<file path="src/rtl/cpu_pkg.sv">
// Shared definitions for the 8-bit CPU control unit and its register file.
package cpu_pkg;

  localparam logic [3:0] OP_NOP = 4'h0;
  localparam logic [3:0] OP_LDR = 4'h1;
  localparam logic [3:0] OP_STR = 4'h2;
  localparam logic [3:0] OP_LDI = 4'h3;
  localparam logic [3:0] OP_ADD = 4'h4;
  localparam logic [3:0] OP_SUB = 4'h5;
  localparam logic [3:0] OP_AND = 4'h6;
  localparam logic [3:0] OP_OR  = 4'h7;
  localparam logic [3:0] OP_XOR = 4'h8;
  localparam logic [3:0] OP_JMP = 4'h9;
  localparam logic [3:0] OP_JZ  = 4'hA;
  localparam logic [3:0] OP_JC  = 4'hB;
  localparam logic [3:0] OP_HLT = 4'hF;

  localparam logic [3:0] FILE_RD = 4'b0000;
  localparam logic [3:0] FILE_WR = 4'b0001;

  typedef enum logic [2:0] {
    S_FETCH,
    S_DECODE,
    S_EXEC,
    S_WB,
    S_HALT
  } state_t;

  // Ops that touch the register file in EXEC.
  function automatic logic uses_file(input logic [3:0] op);
    return (op == OP_LDR) || (op == OP_STR) || ((op >= OP_ADD) && (op <= OP_XOR));
  endfunction

  // Ops whose register-file read result is folded into AC in WB.
  function automatic logic needs_wb(input logic [3:0] op);
    return (op == OP_LDR) || ((op >= OP_ADD) && (op <= OP_XOR));
  endfunction

endpackage

</file>
<file path="src/rtl/cpu_ctrl_alu8.sv">
// Accumulator ALU: combines AC with register-file data during WB.
module alu8
  import cpu_pkg::*;
(
  input  logic [7:0] a,
  input  logic [7:0] b,
  input  logic [3:0] opcode,
  output logic [7:0] result,
  output logic       c_out
);

  logic [8:0] w_sum;
  assign w_sum = {1'b0, a} + {1'b0, b};

  always_comb begin
    result = b;
    c_out  = 1'b0;
    case (opcode)
      OP_ADD: begin
        result = w_sum[7:0];
        c_out  = w_sum[8];
      end
      OP_SUB: begin
        result = a - b;
        c_out  = (a < b);
      end
      OP_AND:  result = a & b;
      OP_OR:   result = a | b;
      OP_XOR:  result = a ^ b;
      default: result = b;
    endcase
  end

endmodule

</file>
<file path="src/rtl/cpu_ctrl.sv">
// Fetch/decode/execute sequencer with accumulator, flags and PC for the 8-bit CPU.
module cpu_ctrl
  import cpu_pkg::*;
#(
  parameter logic [7:0] RESET_PC = 8'h00
) (
  input  logic        clk,
  input  logic        rst,
  output logic [7:0]  pc_out,
  input  logic [15:0] instr_in,
  output logic        file_en,
  output logic [3:0]  operation,
  output logic [7:0]  addr,
  output logic [7:0]  ac,
  input  logic [7:0]  file_out,
  output logic        zero,
  output logic        carry,
  output logic        halted
);

  state_t      r_state;
  logic [7:0]  r_pc;
  logic [15:0] r_ir;
  logic [7:0]  r_ac;
  logic        r_zero;
  logic        r_carry;
  logic        r_file_en;
  logic [3:0]  r_op;
  logic [7:0]  r_addr;
  logic        r_halted;

  logic [3:0]  w_op;
  logic [3:0]  w_dec_op;
  logic [7:0]  w_imm;
  logic [7:0]  w_alu_res;
  logic        w_alu_c;
  logic        w_unused;

  assign w_op     = r_ir[15:12];
  assign w_imm    = r_ir[7:0];
  assign w_dec_op = instr_in[15:12];
  assign w_unused = ^r_ir[11:8];

  alu8 u_alu (
    .a      (r_ac),
    .b      (file_out),
    .opcode (w_op),
    .result (w_alu_res),
    .c_out  (w_alu_c)
  );

  always_ff @(posedge clk) begin
    if (rst) begin
      r_state   <= S_FETCH;
      r_pc      <= RESET_PC;
      r_ir      <= '0;
      r_ac      <= '0;
      r_zero    <= 1'b0;
      r_carry   <= 1'b0;
      r_file_en <= 1'b0;
      r_op      <= FILE_RD;
      r_addr    <= '0;
      r_halted  <= 1'b0;
    end else begin
      // Port group is only non-zero for the single EXEC cycle set up in DECODE.
      r_file_en <= 1'b0;
      r_op      <= FILE_RD;
      r_addr    <= '0;
      case (r_state)
        S_FETCH: r_state <= S_DECODE;
        S_DECODE: begin
          r_ir    <= instr_in;
          r_pc    <= r_pc + 8'd1;
          r_state <= S_EXEC;
          if (uses_file(w_dec_op)) begin
            r_file_en <= 1'b1;
            r_op      <= (w_dec_op == OP_STR) ? FILE_WR : FILE_RD;
            r_addr    <= {4'b0000, instr_in[3:0]};
          end
        end
        S_EXEC: begin
          r_state <= S_FETCH;
          if (needs_wb(w_op)) begin
            r_state <= S_WB;
          end else begin
            case (w_op)
              OP_LDI: begin
                r_ac   <= w_imm;
                r_zero <= (w_imm == 8'h00);
              end
              OP_JMP: r_pc <= w_imm;
              OP_JZ:  if (r_zero)  r_pc <= w_imm;
              OP_JC:  if (r_carry) r_pc <= w_imm;
              OP_HLT: begin
                r_state  <= S_HALT;
                r_halted <= 1'b1;
              end
              default: ;
            endcase
          end
        end
        S_WB: begin
          r_ac    <= w_alu_res;
          r_zero  <= (w_alu_res == 8'h00);
          if (w_op != OP_LDR) r_carry <= w_alu_c;
          r_state <= S_FETCH;
        end
        S_HALT:  r_state <= S_HALT;
        default: r_state <= S_FETCH;
      endcase
    end
  end

  assign pc_out    = r_pc;
  assign ac        = r_ac;
  assign zero      = r_zero;
  assign carry     = r_carry;
  assign file_en   = r_file_en;
  assign operation = r_op;
  assign addr      = r_addr;
  assign halted    = r_halted;

endmodule

</file>
<file path="config.mk">
export PLATFORM = sky130hd
export DESIGN_NAME = cpu_ctrl
export DESIGN_NICKNAME = d
export VERILOG_FILES = /design/src/rtl/cpu_pkg.sv /design/src/rtl/cpu_ctrl_alu8.sv /design/src/rtl/cpu_ctrl.sv
export SDC_FILE = /design/constraint.sdc
export NUM_CORES = 1
export LEC_CHECK = 0
export CORE_UTILIZATION = 30
export CTS_CLUSTER_SIZE = 8
export DETAILED_ROUTE_END_ITERATION = 8
export HOLD_SLACK_MARGIN = 0.15
export PLACE_DENSITY = 0.55
export SLEW_MARGIN = 15
export SYNTH_ARGS = -nofsm -noshare
export SYNTH_HDL_FRONTEND = slang
export SYNTH_HIERARCHICAL = 1
export SYNTH_SLANG_ARGS = --single-unit
export TNS_END_PERCENT = 5
</file>
<file path="constraint.sdc">
create_clock -name clk -period 3.05 [get_ports clk]
set_input_delay 0.305 -clock clk [delete_from_list [all_inputs] [get_ports clk]]
set_output_delay 0.305 -clock clk [all_outputs]
set_load 0.05 [all_outputs]
</file>
==> flow_summary.json, run 1 <==
{
  "run_status": "finished, final reports clean",
  "ys_top_cells_by_area": "dfxtp_1 (26%), ha_1 (10%), a21oi_1 (7.2%)",
  "syn_inst": 390,
  "cts_made_buffers": 5,
  "nets": 528,
  "synth_seq_area_share_pct": 26.0,
  "startpoint": "file_out[1]",
  "rsz0062_at_grt": "false",
  "r2r-end": "zero$_SDFFE_PP0P_",
  "setup-violations-final": 0,
  "hold_viol": 0,
  "crit_required_ns": 3.25,
  "gp_congestion": 0.882,
  "clockBufferDepth": 2,
  "hp-class": "reg2reg",
  "ys.flop_type": "dfxtp_1",
  "synth_edf_count": 0,
  "max-cap-violations": 0,
  "via_count": 3235,
  "p_total_uw": 1470,
  "die_height_um": 103,
  "fillCellCount": 968,
  "hp-start": "halted$_SDFFE_PP0P_",
  "synthArstFlopShare_pct": 0,
  "cp_top_family": "compound AO/OA/AOI/OAI gates",
  "worst_hold_path.endpoint": "halted$_SDFFE_PP0P_",
  "yosysTopAreaCell": "dfxtp_1",
  "path_max_fanout": 3,
  "wire_per_inst_um": 15.7,
  "drive_gt1_share_pct": 23.3,
  "maxSlewViolCount": 0,
  "fp.dieW_um": 103,
  "cts.sinks": 40,
  "clkLatencyLatePin_ns": 0.29,
  "arrival_ns": 3.15,
  "slowest_stage": "or4_4",
  "power.leakage_uw": 0.00168,
  "die_area_um2": 10700,
  "tritoncts": "yes",
  "ys_ff_latch": 40,
  "holdPathStages": 2,
  "start_kind": "input pin",
  "timing.critical_path.buf_inv": 3,
  "cpPeakStageDelay_ns": 0.57,
  "antenna_cells": 0,
  "fin_crit_ns": 2.95,
  "num_rows": 36,
  "drt_iter0_drc": 173,
  "area_growth_pct": 39.8,
  "synth_cell_type_count": 64,
  "antenna_left": 0,
  "slew_headroom_pct": 37.6,
  "drc": 0,
  "cellPowerDensity_nw_per_um2": 342,
  "port-buffer-count": 46,
  "grt_pass1_wl_um": 15200,
  "crit_chain": "clkdlybuf4s50_1, buf_4, fa_2, a21oi_2, o31ai_2, buf_4, a41oi_1, a31oi_1, or4_4, nor3_4, a31oi_1, a211oi_1",
  "reg2reg_depth": 11,
  "dp_hpwl_um": 6990,
  "grt_max_degree": 38,
  "antenna_found_initial": 0,
  "yosys.area.top_type_share_pct": 26.0,
  "syn-cell-area_um2": 3080,
  "track_usage_pct": 18.2,
  "clk_pin_slew_worst_paths_ns": 0.07,
  "core_area_um2": 9860,
  "fmax_mhz": 339,
  "syn_avg_cell_area_um2": 7.89,
  "viasPerCell": 5.31,
  "pre_cts_ws_ns": -0.361,
  "drtPass1Iterations": 4,
  "end_kind": "flop",
  "yosys-top-cells-count": "a21oi_1 (44), nand2_1 (44), dfxtp_1 (40), nor2_1 (29), inv_1 (26)",
  "wl_um": 9540,
  "worst-setup-path-type": "in2reg",
  "timing.final.ws_setup_ns": 0.0997,
  "start_util_pct": 31.2,
  "r2r_setup_slack_ns": 0.13,
  "peakVddDrop_v": 0.000242,
  "grt_pass1_vias": 2993,
  "worstMarginPinSlew_ns": 0.932,
  "yosys_warnings": 6,
  "grt_overflow_total": 0,
  "reg2reg_from": "ac[3]$_SDFFE_PP0P_",
  "fin_skew_ns": 0.00742,
  "htree_levels": 2,
  "post-route-period-util_pct": 96.7,
  "io_pins": 58,
  "clockRootBuffer": "clkbuf_8"
}
-- cell usage in the layout, fill, tap and decap left out, types with 5 or more instances in the layout --
master and count:
clkdlybuf4s50_1 43, a31oi_1 7, nand3_1 9, o211ai_1 6
a21oi_1 40, nand2_1 44, dfxtp_2 6, conb_1 7
a211oi_1 13, nor4_1 6, buf_4 51, mux2i_1 10
ha_1 15, nor2_1 28, inv_1 22, dfxtp_1 34
nor2b_1 6, clkbuf_8 6, o21ai_0 10, ha_4 6
and2_1 5
-- through the flow --
step | setup TNS (ns) | instance area (µm²) | instances | hold WS, ns | util [%]
floorplan | 0 | 3100 | 396 | 0.427 | -
global placement | -0.279 | 3940 | 597 | 0.437 | 40.0
detailed placement | -0.364 | 3940 | 597 | 0.438 | 40.0
CTS | 0 | 4080 | 606 | 0.450 | 41.3
global route | 0 | 4300 | 609 | 0.478 | 43.6
finish | 0 | 4300 | 609 | 0.447 | 43.6
-- timing repair --
item	CTS	global route
gates resized for setup	5	44
hold buffers	0	0
setup buffers	1	3
pin swaps	3	15
setup endpoints to repair	1	1
-- tightest hold or removal path: stages (launching register included) --
cell	delay (ns)
dfxtp_1	0.31
inv_1	0.05
a21oi_1	0.05
-- routing by layer --
layer  part of all wire (%)  GRT usage [%]
met2                     46           30.3
met1                     48           24.7
met4                    1.7           5.74
met5                      0              0
met3                    4.5           2.08
-- how the worst max path moves through the flow --
stage                             end  slack [ns]  depth (start not counted)
floorplan           zero$_SDFFE_PP0P_        0.12                         11
global placement    zero$_SDFFE_PP0P_       -0.28                         12
detailed placement  zero$_SDFFE_PP0P_       -0.36                         12
CTS                 zero$_SDFFE_PP0P_       0.006                         13
global route        zero$_SDFFE_PP0P_       0.008                         11
finish              zero$_SDFFE_PP0P_         0.1                         12
-- kinds of logic after synthesis --
| kind of cell | Yosys count | share of synthesized area [%] |
|---|---|---|
| AOI/OAI and AO/OA | 120 | 27.0 |
| adders and majority gates | 27 | 11.5 |
| muxes | 10 | 3.25 |
| DFF | 40 | 26.0 |
| and+or+nand+nor | 139 | 23.7 |
| xor gates and xnor gates | 2 | 0.569 |
| other | 1 | 0.122 |
| buffers and inverters | 51 | 7.81 |
-- cell type report --
cell class,count,area (µm²),share of cell area [%]
multi-input combinational,305,2290,53.2
inverter,26,97.6,2.27
sequential,40,808,18.8
clock buffer,8,90.1,2.09
timing repair buffer,97,851,19.8
tap,133,166,3.87
-- power breakdown --
part	total [µW]	leakage [µW]	internal [µW]	switching, µW
clock	362	0.0000455	185	177
sequential	585	0.000328	548	36.5
combinational	522	0.00130	224	298
-- flip-flops by register name (all words and copies together) (netlist names) --
register and cells:
addr 4, r_state 3, pc_out 8, halted 1
file_en 1, ac 8, r_ir 12, carry 1
operation 1, zero 1
(Power assumes the default switching activity.)
==> run 2: changes to the inputs <==
--- a/config.mk
+++ b/config.mk
@@ -5,11 +5,11 @@
 export SDC_FILE = /design/constraint.sdc
 export NUM_CORES = 1
 export LEC_CHECK = 0
-export CORE_UTILIZATION = 30
+export CORE_UTILIZATION = 40
 export CTS_CLUSTER_SIZE = 8
 export DETAILED_ROUTE_END_ITERATION = 8
 export HOLD_SLACK_MARGIN = 0.15
-export PLACE_DENSITY = 0.55
+export PLACE_DENSITY = 0.68
 export SLEW_MARGIN = 15
 export SYNTH_ARGS = -nofsm -noshare
 export SYNTH_HDL_FRONTEND = slang
==> constraint.sdc (replaced) <==
create_clock -name clk -period 3.05 [get_ports clk]
set_input_delay 0.305 -clock clk [delete_from_list [all_inputs] [get_ports clk]]
set_output_delay 0.305 -clock clk [all_outputs]
set_load 0.005 [all_outputs]
==> run 2 against run 1 <==
First-iteration DRC count is 6.4% higher. Critical path depth is 1 higher. Sequential power is 0.7% lower. Maximum frequency is 0.41% lower. Die area is 25% lower. Design area is 1.6% lower. Clock power is 32% higher. Final cell count is 5.7% lower.
==> flow_summary.json, run 2 (synthesized netlist as in run 1, its figures left out) <==
{
  "cts_made_buffers": 5,
  "largest_register_ffs": 12,
  "grt_max_degree": 38,
  "p_total_uw": 1510,
  "startpoint": "file_out[4]",
  "clkLatencyLatePin_ns": 0.30,
  "fin_util_pct": 57.7,
  "antenna_left": 0,
  "tns_ns": 0,
  "end_kind": "flop",
  "setup-violations-final": 0,
  "tritoncts": "yes",
  "worstMarginPinSlew_ns": 0.938,
  "clk_pin_slew_worst_paths_ns": 0.07,
  "via_count": 3229,
  "clockRootBuffer": "clkbuf_8",
  "peakVddDrop_v": 0.000278,
  "wire_per_inst_um": 15.7,
  "die_area_um2": 8050,
  "hold_viol": 0,
  "drt_iter0_drc": 184,
  "r2r_setup_slack_ns": 0.13,
  "fillCellCount": 669,
  "start_kind": "input pin",
  "post-route-period-util_pct": 97.1,
  "htree_levels": 2,
  "r2r-end": "zero$_SDFFE_PP0P_",
  "run_status": "finished, final reports clean",
  "power.leakage_uw": 0.00167,
  "track_usage_pct": 21.4,
  "clockBufferDepth": 2,
  "pre_cts_ws_ns": -0.337,
  "grt_pass1_wl_um": 14400,
  "fmax_mhz": 338,
  "area_growth_pct": 37.5,
  "critPathCapture": "zero$_SDFFE_PP0P_",
  "start_util_pct": 42.0,
  "antenna_found_initial": 0,
  "die_height_um": 89.7,
  "drc": 0,
  "fp.dieW_um": 89.7,
  "wl_um": 9030,
  "max-cap-violations": 0,
  "nets": 527,
  "reg2reg_depth": 12,
  "viasPerCell": 5.63,
  "cts.sinks": 40,
  "drive_gt1_share_pct": 21.5,
  "port-buffer-count": 46,
  "antenna_cells": 0,
  "final_common_cell": "buf_4",
  "grt_overflow_total": 0,
  "core_area_um2": 7330,
  "fin_skew_ns": 0.0101,
  "path_max_fanout": 3,
  "drtPass1Iterations": 4,
  "fin_crit_ns": 2.96,
  "slew_headroom_pct": 37.3,
  "crit_required_ns": 3.25,
  "gp_congestion": 0.929,
  "reg2reg_from": "ac[0]$_SDFFE_PP0P_",
  "grt_pass1_vias": 2994,
  "io_pins": 58,
  "hp-class": "reg2reg",
  "timing.final.ws_setup_ns": 0.0875,
  "final_cell_mix": "buf_4 (49), nand2_1 (44), clkdlybuf4s50_1 (44)",
  "worst-setup-path-type": "in2reg",
  "cellPowerDensity_nw_per_um2": 357,
  "arrival_ns": 3.17,
  "dp_hpwl_um": 6450,
  "num_rows": 31,
  "maxSlewViolCount": 0,
  "max_flop_register": "r_ir"
}
[run 2: metrics by stage]
stage,instance area (µm²),hold slack (ns),cells
5_1_grt,4230,0.504,574
4_1_cts,4060,0.461,572
2_1_floorplan,3100,0.427,396
6_report,4230,0.459,574
3_3_place_gp,3890,0.436,563
3_5_place_dp,3890,0.449,563
[run 2: routing by layer]
metal | track usage (%) | up-vias | part of all wire [%]
met1 | 28.9 | 1530 | 45
met3 | 1.95 | 12 | 5.4
li1 | - | 1571 | -
met2 | 37.1 | 116 | 49
met4 | 4.23 | 0 | 1.2
met5 | 0 | - | 0
[run 2: worst min-delay path by stage]
stage	slack [ns]	cells after the start	end	start
final	0.46	2	halted$_SDFFE_PP0P_	halted$_SDFFE_PP0P_
after global routing	0.50	2	halted$_SDFFE_PP0P_	halted$_SDFFE_PP0P_
after floorplan	0.43	1	addr[0]$_SDFF_PP0_	instr_in[0]
after global placement	0.44	2	halted$_SDFFE_PP0P_	halted$_SDFFE_PP0P_
after CTS	0.46	2	halted$_SDFFE_PP0P_	halted$_SDFFE_PP0P_
after detailed placement	0.45	2	halted$_SDFFE_PP0P_	halted$_SDFFE_PP0P_
[run 2: area by class of cell]
cell class / instances / area (µm²) / area share (%)
Clock buffer: 7 / 96.3 / 2.28
Multi-Input combinational cell: 305 / 2230 / 52.8
Timing Repair Buffer: 96 / 845 / 20.0
Inverter: 26 / 97.6 / 2.31
Tap cell: 99 / 124 / 2.93
Sequential cell: 40 / 805 / 19.0
Clock inverter: 1 / 30.0 / 0.710
[run 2: critical path: stages]
cell and delay, ns:
clkdlybuf4s50_1 0.49, inv_1 0.08, ha_4 0.28, inv_2 0.05
buf_4 0.14, a21oi_2 0.12, o31ai_1 0.08, a32o_1 0.25
o32a_1 0.36, or4_1 0.49, nor3_2 0.18, a31oi_1 0.06
a211oi_1 0.26
[run 2: timing repair]
| item | 4_1_cts | 5_1_grt |
|---|---|---|
| hold endpoints to repair | 0 | 0 |
| gates resized for setup | 5 | 32 |
| setup buffers | 1 | 2 |
| pin swaps | 2 | 15 |
| hold buffers | 0 | 0 |
| setup endpoints to repair | 1 | 1 |
[run 2: power breakdown]
part           internal, µW  leakage (µW)  switching (µW)
clock                   289     0.0000645             188
sequential              548      0.000327            33.2
combinational           217       0.00128             238
total                  1050       0.00167             459
